**src/rtl/uart_tx_if.sv**
```systemverilog
// Byte producer -> UART transmitter handshake (valid/ready, one byte per accepted edge).
interface uart_tx_if;
  logic [7:0] data_in;
  logic       data_valid;
  logic       data_ready;

  modport master (output data_in, output data_valid, input data_ready);
  modport slave  (input data_in, input data_valid, output data_ready);
endinterface

```
**src/rtl/uart_tx.sv**
```systemverilog
// 8N1 UART transmitter with a small byte FIFO ahead of the shift register.
module uart_tx #(
  parameter int unsigned CLKS_PER_BIT = 217,
  parameter int unsigned FIFO_DEPTH   = 4
) (
  input  logic       clk,
  input  logic       rst_n,
  uart_tx_if.slave   byte_if,
  output logic       tx,
  output logic       busy
);

  localparam int unsigned PTR_W = $clog2(FIFO_DEPTH);
  localparam int unsigned CNT_W = PTR_W + 1;
  localparam int unsigned BIT_W = (CLKS_PER_BIT > 1) ? $clog2(CLKS_PER_BIT) : 1;
  localparam logic [BIT_W-1:0] BIT_RELOAD = BIT_W'(CLKS_PER_BIT - 1);
  localparam logic [CNT_W-1:0] FULL_CNT   = CNT_W'(FIFO_DEPTH);

  typedef enum logic [1:0] {IDLE, START, DATA, STOP} state_t;

  state_t           state_q, state_d;
  logic [BIT_W-1:0] bit_cnt_q, bit_cnt_d;
  logic [2:0]       idx_q, idx_d;
  logic [7:0]       shift_q, shift_d;
  logic             tx_d;
  logic             bit_end_c;

  logic [7:0]       mem [FIFO_DEPTH];
  logic [PTR_W-1:0] wr_ptr_q, rd_ptr_q;
  logic [CNT_W-1:0] count_q, count_d;
  logic             push_c, pop_c;

  // data_ready is a flop, so a pop never opens a slot for a push in the same cycle
  assign push_c    = byte_if.data_valid && byte_if.data_ready;
  assign bit_end_c = (bit_cnt_q == '0);

  always_comb begin
    count_d = count_q;
    if (push_c && !pop_c) begin
      count_d = count_q + CNT_W'(1);
    end else if (!push_c && pop_c) begin
      count_d = count_q - CNT_W'(1);
    end
  end

  // Next-state, bit timing and shift control
  always_comb begin
    state_d   = state_q;
    bit_cnt_d = bit_cnt_q;
    idx_d     = idx_q;
    shift_d   = shift_q;
    pop_c     = 1'b0;
    tx_d      = 1'b1;
    case (state_q)
      IDLE: begin
        if (count_q != '0) begin
          pop_c     = 1'b1;
          shift_d   = mem[rd_ptr_q];
          bit_cnt_d = BIT_RELOAD;
          state_d   = START;
        end
      end
      START: begin
        if (bit_end_c) begin
          bit_cnt_d = BIT_RELOAD;
          idx_d     = 3'd0;
          state_d   = DATA;
        end else begin
          bit_cnt_d = bit_cnt_q - BIT_W'(1);
        end
      end
      DATA: begin
        if (bit_end_c) begin
          bit_cnt_d = BIT_RELOAD;
          shift_d   = {1'b0, shift_q[7:1]};
          idx_d     = idx_q + 3'd1;
          if (idx_q == 3'd7) begin
            state_d = STOP;
          end
        end else begin
          bit_cnt_d = bit_cnt_q - BIT_W'(1);
        end
      end
      STOP: begin
        if (bit_end_c) begin
          bit_cnt_d = BIT_RELOAD;
          if (count_q != '0) begin
            pop_c   = 1'b1;
            shift_d = mem[rd_ptr_q];
            state_d = START;
          end else begin
            state_d = IDLE;
          end
        end else begin
          bit_cnt_d = bit_cnt_q - BIT_W'(1);
        end
      end
      default: state_d = IDLE;
    endcase

    // Line value follows the state being entered so tx comes straight from a flop
    case (state_d)
      START:   tx_d = 1'b0;
      DATA:    tx_d = shift_d[0];
      default: tx_d = 1'b1;
    endcase
  end

  always_ff @(posedge clk or negedge rst_n) begin
    if (!rst_n) begin
      state_q            <= IDLE;
      bit_cnt_q          <= '0;
      idx_q              <= '0;
      shift_q            <= '0;
      tx                 <= 1'b1;
      busy               <= 1'b0;
      count_q            <= '0;
      wr_ptr_q           <= '0;
      rd_ptr_q           <= '0;
      byte_if.data_ready <= 1'b0;
    end else begin
      state_q            <= state_d;
      bit_cnt_q          <= bit_cnt_d;
      idx_q              <= idx_d;
      shift_q            <= shift_d;
      tx                 <= tx_d;
      busy               <= (state_d != IDLE) || (count_d != '0);
      count_q            <= count_d;
      byte_if.data_ready <= (count_d != FULL_CNT);
      if (push_c) begin
        wr_ptr_q <= wr_ptr_q + PTR_W'(1);
      end
      if (pop_c) begin
        rd_ptr_q <= rd_ptr_q + PTR_W'(1);
      end
    end
  end

  // Storage needs no reset: occupancy and pointers define what is valid
  always_ff @(posedge clk) begin
    if (push_c) begin
      mem[wr_ptr_q] <= byte_if.data_in;
    end
  end

endmodule

```
**src/flat_wrapper.sv**
```systemverilog
// flat-port wrapper written by rule: the top's interface ports become plain ports
module uart_tx_flat 
#(
  parameter int unsigned CLKS_PER_BIT = 217,
  parameter int unsigned FIFO_DEPTH   = 4
)
  (clk, rst_n, tx, busy, byte_if_data_in, byte_if_data_valid, byte_if_data_ready);
  uart_tx_if byte_if_i ();
  input  logic clk;
  input  logic rst_n;
  output logic tx;
  output logic busy;
  input wire logic [$bits(byte_if_i.data_in)-1:0] byte_if_data_in;
  input wire logic [$bits(byte_if_i.data_valid)-1:0] byte_if_data_valid;
  output wire logic [$bits(byte_if_i.data_ready)-1:0] byte_if_data_ready;
  assign byte_if_i.data_in = byte_if_data_in;
  assign byte_if_i.data_valid = byte_if_data_valid;
  assign byte_if_data_ready = byte_if_i.data_ready;
  uart_tx #(.CLKS_PER_BIT(CLKS_PER_BIT), .FIFO_DEPTH(FIFO_DEPTH)) u_core (.clk(clk), .rst_n(rst_n), .byte_if(byte_if_i), .tx(tx), .busy(busy));
endmodule
```
**config.mk**
```make
export PLATFORM = sky130hd
export DESIGN_NAME = uart_tx_flat
export DESIGN_NICKNAME = d
export VERILOG_FILES = /design/src/rtl/uart_tx_if.sv /design/src/rtl/uart_tx.sv /design/src/flat_wrapper.sv
export SDC_FILE = /design/constraint.sdc
export NUM_CORES = 1
export LEC_CHECK = 0
export BUFFER_PORTS_ARGS = -buffer_cell sky130_fd_sc_hd__buf_4
export CAP_MARGIN = 20
export CORE_MARGIN = 3
export CORE_UTILIZATION = 55
export DETAILED_ROUTE_END_ITERATION = 7
export PLACE_DENSITY = 0.75
export REMOVE_ABC_BUFFERS = 1
export SETUP_SLACK_MARGIN = 0.4
export SLEW_MARGIN = 0
export SYNTH_ARGS = -nofsm -noshare
export SYNTH_HDL_FRONTEND = slang
export SYNTH_SLANG_ARGS = --single-unit
```
**constraint.sdc**
```tcl
create_clock -name clk -period 1.9 [get_ports clk]
set_input_delay 0.38 -clock clk [delete_from_list [all_inputs] [get_ports clk]]
set_output_delay 0.38 -clock clk [all_outputs]
set_load 0.01 [all_outputs]
```
After elaboration in Yosys (flattened, before gate mapping)

Memories as Yosys holds them, arrays and structs flattened.
Index checks and enable logic that the tools add are counted.

Register bits: 31
Memory bits (writable): 32
Input bits: 11
Output and inout bits: 3
Word-level logic and storage cells: 70
Memories kept: 1

Add/subtract/negate cells: 6
Equality and inequality tests: 11
Multiplexer cells: 25
Reduce and logical (&&, ||, !) cells: 16

Memory list:

| memory     | depth | bits a word | rd ports | clocked after memory_dff | wr ports | line          | source |
|---|---|---|---|---|---|---|---|
| u_core.mem | 4     | 8           | 1        | 0                        | 1        | uart_tx.sv:28 | `logic [7:0] mem [FIFO_DEPTH];` |

Operators by type and width:

| operator              | number |
|---|---|
| $mux W8               | 5 |
| $pmux W8 S3           | 1 |
| $pmux W8 S2           | 1 |
| $mux W3               | 4 |
| $mux W2               | 5 |
| $reduce_bool A3 Y1    | 3 |
| $logic_not A8 Y1      | 1 |
| $ne A2 B1 Y1 const B  | 4 |
| $pmux W2 S4           | 1 |
| $sub A8 B1 Y8 const B | 1 |
| $add A3 B1 Y3 const B | 2 |
| $eq A2 B2 Y1 const B  | 3 |
| $pmux W3 S2           | 1 |
| $reduce_and A3 Y1     | 2 |
| $mux W1               | 5 |
| $add A2 B1 Y2 const B | 2 |
| $eq A2 B1 Y1 const B  | 2 |
| $pmux W1 S2           | 2 |
| $reduce_bool A2 Y1    | 2 |
| $eq A3 B3 Y1 const B  | 1 |
| $logic_and A1 B1 Y1   | 3 |
| $ne A3 B3 Y1 const B  | 1 |
| $reduce_or A3 Y1      | 1 |
| $sub A3 B1 Y3 const B | 1 |
| other kinds (3)       | 4 |

Depth between registers and ports, before layout

Depth after elaboration: 9
Gate-level depth with buffers: 8
Depth with buffers taken out: 8

Worst setup path before layout

OpenSTA, ideal clock, no wires.

Path kind: flip-flop to flip-flop
Start: register u_core.bit_cnt_q[0]
End: register u_core.tx
Library setup time: 0.075 ns
Arrival: 1.874 ns
Data required time: 1.825 ns
Setup slack: -0.049 ns
Cell stages (with the launch flop): 9
Path buffers: 1
Period minus slack after synthesis: 1.949 ns
Cell sequence: dfrtp_1 > inv_1 > ha_1 > or4b_1 > buf_2 > nor3_4 > a32o_2 > a211oi_1 > mux2i_1

Cells in the longest elaborated chain, start to end: 5
Elaborated cells between the ends (all ways): 11
Those cells by class: eq/ne (2); mux (8); reduce/logical (1)

RTL lines:

| what                                                | line                                        | source |
|---|---|---|
| from (decl)                                         | uart_tx.sv:22                               | `logic [BIT_W-1:0] bit_cnt_q, bit_cnt_d;` |
| from (signal assigned)                              | uart_tx.sv:123                              | `bit_cnt_q <= bit_cnt_d;` |
| $logic_not A8 Y1 (*)                                | uart_tx.sv:35                               | `assign bit_end_c = (bit_cnt_q == '0);` |
| $mux W2 (on tied branches)                          | uart_tx.sv:85, uart_tx.sv:64, uart_tx.sv:73 |  |
| $pmux W2 S4                                         | uart_tx.sv:54                               | `case (state_q)` |
| $eq A2 B2 Y1 / $eq A2 B1 Y1 (equally long branches) | uart_tx.sv:102                              | `case (state_d)` |
| $pmux W1 S2 (*)                                     | uart_tx.sv:102                              |  |
| net u_core.tx_d                                     | uart_tx.sv:25                               | `logic tx_d;` |
| to (signal assigned)                                | uart_tx.sv:126                              | `tx <= tx_d;` |
| to (decl)                                           | uart_tx.sv:9                                | `output logic tx,` |

The timed path passes the listed nets; every way through them passes the cells marked *. The select of a mux whose other input is x is not followed.
A chain may end at the register's enable or synchronous reset.

Worst setup path in the final report

Start: register u_core.bit_cnt_q[0]
End: register u_core.shift_q[1]

Cells in the longest elaborated chain, start to end: 3
Elaborated cells between the ends (all ways): 4
Those cells by class: eq/ne (2); reduce/logical (2)

RTL lines:

| what                                   | line           | source |
|---|---|---|
| $logic_not A8 Y1 (*)                   | uart_tx.sv:35  |  |
| $ne A2 B1 Y1 (no source line)          | n/a            |  |
| $reduce_and A3 Y1 (no source line) (*) | n/a            |  |
| to (signal assigned)                   | uart_tx.sv:125 | `shift_q <= shift_d;` |
| to (decl)                              | uart_tx.sv:24  | `logic [7:0] shift_q, shift_d;` |

Mark *: on every way between the ends. The rest lies on a longest branch, timed or not.

==> flow_summary_export.csv <==
group,metric,value,unit
run_status,outcome,"finished with violations",
run_status,violations,"negative setup slack",
power_and_ir_drop,p_total,6.20,mW
layout,n_antenna_cell,0,
floorplanning,dieArea,0.00646,mm^2
power_and_ir_drop,pwr-share-comb,49.3,%
floorplanning,ios,14,
min_path,hold_class,"in -> reg",
sta,setup_viol,10,
floorplanning,start_util,58.1,%
logic_synthesis,synth_seq_cells,63,
min_path,hp-start,"byte_if_data_in[3]",
clock_network,htree_levels,3,
power_and_ir_drop,seqPwrFrac,33.9,%
flow_run,drv_cap,0,
sta,rsz0062_at_grt,"true",
power_and_ir_drop,power.density,1500,mW/mm^2
place,gp_congestion,0.819,
logic_synthesis,ys_warn_count,0,
grt,grtUsageTotal,22.5,%
layout,fin_cells,390,
floorplanning,die_h,80.4,um
sta,slew-limit-headroom,72.5,%
setup_path,crit_required,2170,ps
layout,post-route-util,79.0,%
setup_path,timing.critical_path.from,"u_core.bit_cnt_q[0]",
routing,first_iter_violations,136,
logic_synthesis,synthDistinctLibCells,46,
grt,grt_max_degree,32,
sta,fin_crit,1940,ps
clock_network,clkTransAtPathRegs,80,ps
logic_synthesis,postSynthAreaPerCell,12.9,um^2
power_and_ir_drop,power.leakage,1.75,nW
power_and_ir_drop,power_frac_clock,16.8,%
grt,antenna_found_initial,0,
clock_network,cts_tree,"built",
layout,nFillCells,275,
layout,area_growth,36.1,%
routing,drcViolationCount,0,
place,dp_hpwl,4180,um
layout,drive_above_1_share,48.1,%
power_and_ir_drop,ir_drop,1160,uV
sta,tns,-324,ps
routing,vias,2224,
clock_network,cts-root-buf,"clkbuf_8",
logic_synthesis,synthesis.area,0.00304,mm^2
sta,final_hold_viol_count,0,
logic_synthesis,yosysSeqAreaShare,57.2,%
grt,grt_pass1_wl,10900,um
clock_network,cts_max_path_buffers,2,
place,io_buffers,13,
setup_path,cp-end-kind,"register",
logic_synthesis,syn_inst,236,
power_and_ir_drop,intPower,3.87,mW
logic_synthesis,async_flop_share,49.2,%
setup_path,cp_max_fo,6,
sta,worstMarginPinSlew,413,ps
routing,drtAntennaViolNets,0,
clock_network,cts_buffers,9,
logic_synthesis,synth_edf_count,32,
power_and_ir_drop,swShare,37.6,%
grt,grt-ovfl-total,0,
setup_path,cpMaxStageDelayCell,"or4b_4",
routing,avgRoutedWirePerCell,17.7,um
logic_synthesis,synthFlopType,"edfxtp_1",
sta,period_share,102,%
power_and_ir_drop,switchingPower,2.33,mW
setup_path,path_buf_inv,2,
place,place_ws,-196,ps
clock_network,clock_latency,340,ps
routing,via_per_inst,5.70,
setup_path,r2r-start,"u_core.bit_cnt_q[0]",
sta,skew,7.53,ps
floorplanning,core_area,0.00524,mm^2
setup_path,critical-path-top-cell-by-count,"nor2_4",
setup_path,crit_path_start_kind,"register",
clock_network,clkSinkCount,63,
routing,wl,6880,um
sta,fmax,0.515,GHz
layout,fin_nets,341,
setup_path,cp.arrival,2210,ps
floorplanning,core.rowCount,26,
setup_path,cp_top_family,"simple AND/OR/NAND/NOR gates",
sta,slew_viol_final,0,
grt,grt_pass1_vias,2313,
setup_path,crit_chain,"inv_2 -> ha_4 -> or4b_4 -> nor2_4 -> buf_6 -> a21oi_4 -> nor2_4 -> a22o_1",
floorplanning,die_w,80.4,um
place,dp_cells,354,
layout,register_area,0.00174,mm^2
setup_path,cpPeakStageDelay,530,ps
routing,drt-pass1-iter-count,4,
setup_path,crit_type,"reg -> reg",
layout,multi_input_area,0.00149,mm^2
sta,fin_ws,-42.5,ps
## synthesized netlist by cell type, drive strengths merged, types with 7 or more instances
library cell | n | area, um^2
a22o | 8 | 70.1
and3 | 7 | 43.8
dfrtp | 30 | 751
edfxtp | 32 | 961
ha | 15 | 188
inv | 15 | 56.3
mux2i | 8 | 80.1
mux4 | 8 | 180
nand2 | 17 | 63.8
nor2 | 15 | 66.3
o21ai | 17 | 85.1
## path summary, 6_finish.rpt
check / endpoint / slack [ps] / cells after the start
max: u_core.shift_q[1] / -40 / 8
min: u_core.mem[1][3] / 240 / 1
max reg2reg: u_core.shift_q[1] / -40 / 8
min reg2reg: u_core.idx_q[2] / 520 / 1
max in group asynchronous: u_core.tx / 1060 / 2
min in group asynchronous: u_core.bit_cnt_q[2] / 510 / 2
## layout make-up
| type | count | area share, % |
|---|---|---|
| clock buffers | 9 | 2.99 |
| clock inverters | 7 | 1.33 |
| inverters | 15 | 1.36 |
| multi-input cells | 154 | 36.1 |
| flip-flops and latches | 63 | 42.0 |
| well taps | 70 | 2.12 |
| repair buffers | 72 | 14.1 |
## power by group through the flow
stage / clock (mW) / sequential (mW) / combinational, mW
6_report: 1.04 / 2.10 / 3.06
5_1_grt: 1.14 / 2.14 / 3.32
4_1_cts: 1.06 / 2.08 / 2.58
3_5_place_dp: 0 / 2.09 / 2.27
3_3_place_gp: 0 / 2.07 / 2.20
2_1_floorplan: 0 / 2.12 / 1.37
## state kept, by name, summed over array words and instances (netlist names)
signal / flops
u_core.wr_ptr_q: 2
u_core.tx: 1
u_core.idx_q: 3
u_core.busy: 1
u_core.state_q: 2
u_core.bit_cnt_q: 8
u_core.count_q: 3
u_core.mem: 32
u_core.rd_ptr_q: 2
u_core.shift_q: 8
u_core.byte_if.data_ready: 1
## placed cells by master (no fill, tap or decap), drive strengths merged, types with 9 or more instances in the layout
cell type / instances
dfrtp: 30
ha: 15
inv: 18
edfxtp: 32
o21ai: 17
buf: 71
nand2: 17
clkbuf: 9
nor2: 15
## kinds of logic (layout without fill, tap and decap cells)
logic type,count (synthesis),count (layout),synth area share [%]
AO/OA/AOI/OAI,49,50,11.3
flip-flops,63,63,57.2
multiplexers,18,18,9.30
AND/OR/NAND/NOR,62,62,10.9
adder cells (fa/ha/maj),15,15,6.17
buffers and inverters,20,103,2.55
XOR/XNOR,9,9,2.59
## per-layer routing
metal,global-route usage [%],share of wire [%],vias to the layer above
li1,-,-,1043
met1,27.6,42,1099
met2,38.7,52,63
met3,4.26,3.6,19
met4,9.80,2.4,0
met5,0,0,-
## through the flow
step           hold slack, ps  instance area [um^2]
3_3_place_gp              332                  3500
2_1_floorplan            84.4                  3020
3_5_place_dp              338                  3500
6_report                  239                  4140
4_1_cts                   234                  3920
5_1_grt                   223                  4140
## what timing repair did
item / 4_1_cts / 5_1_grt
setup buffers: 6 / 12
gates cloned: 0 / 1
hold buffers: 1 / 0
pin swaps: 28 / 23
endpoints found under the setup margin: 29 / 45
hold endpoints to repair: 30 / 0
gates resized for setup: 48 / 35
Note: power is estimated with default switching activity, not from simulation.
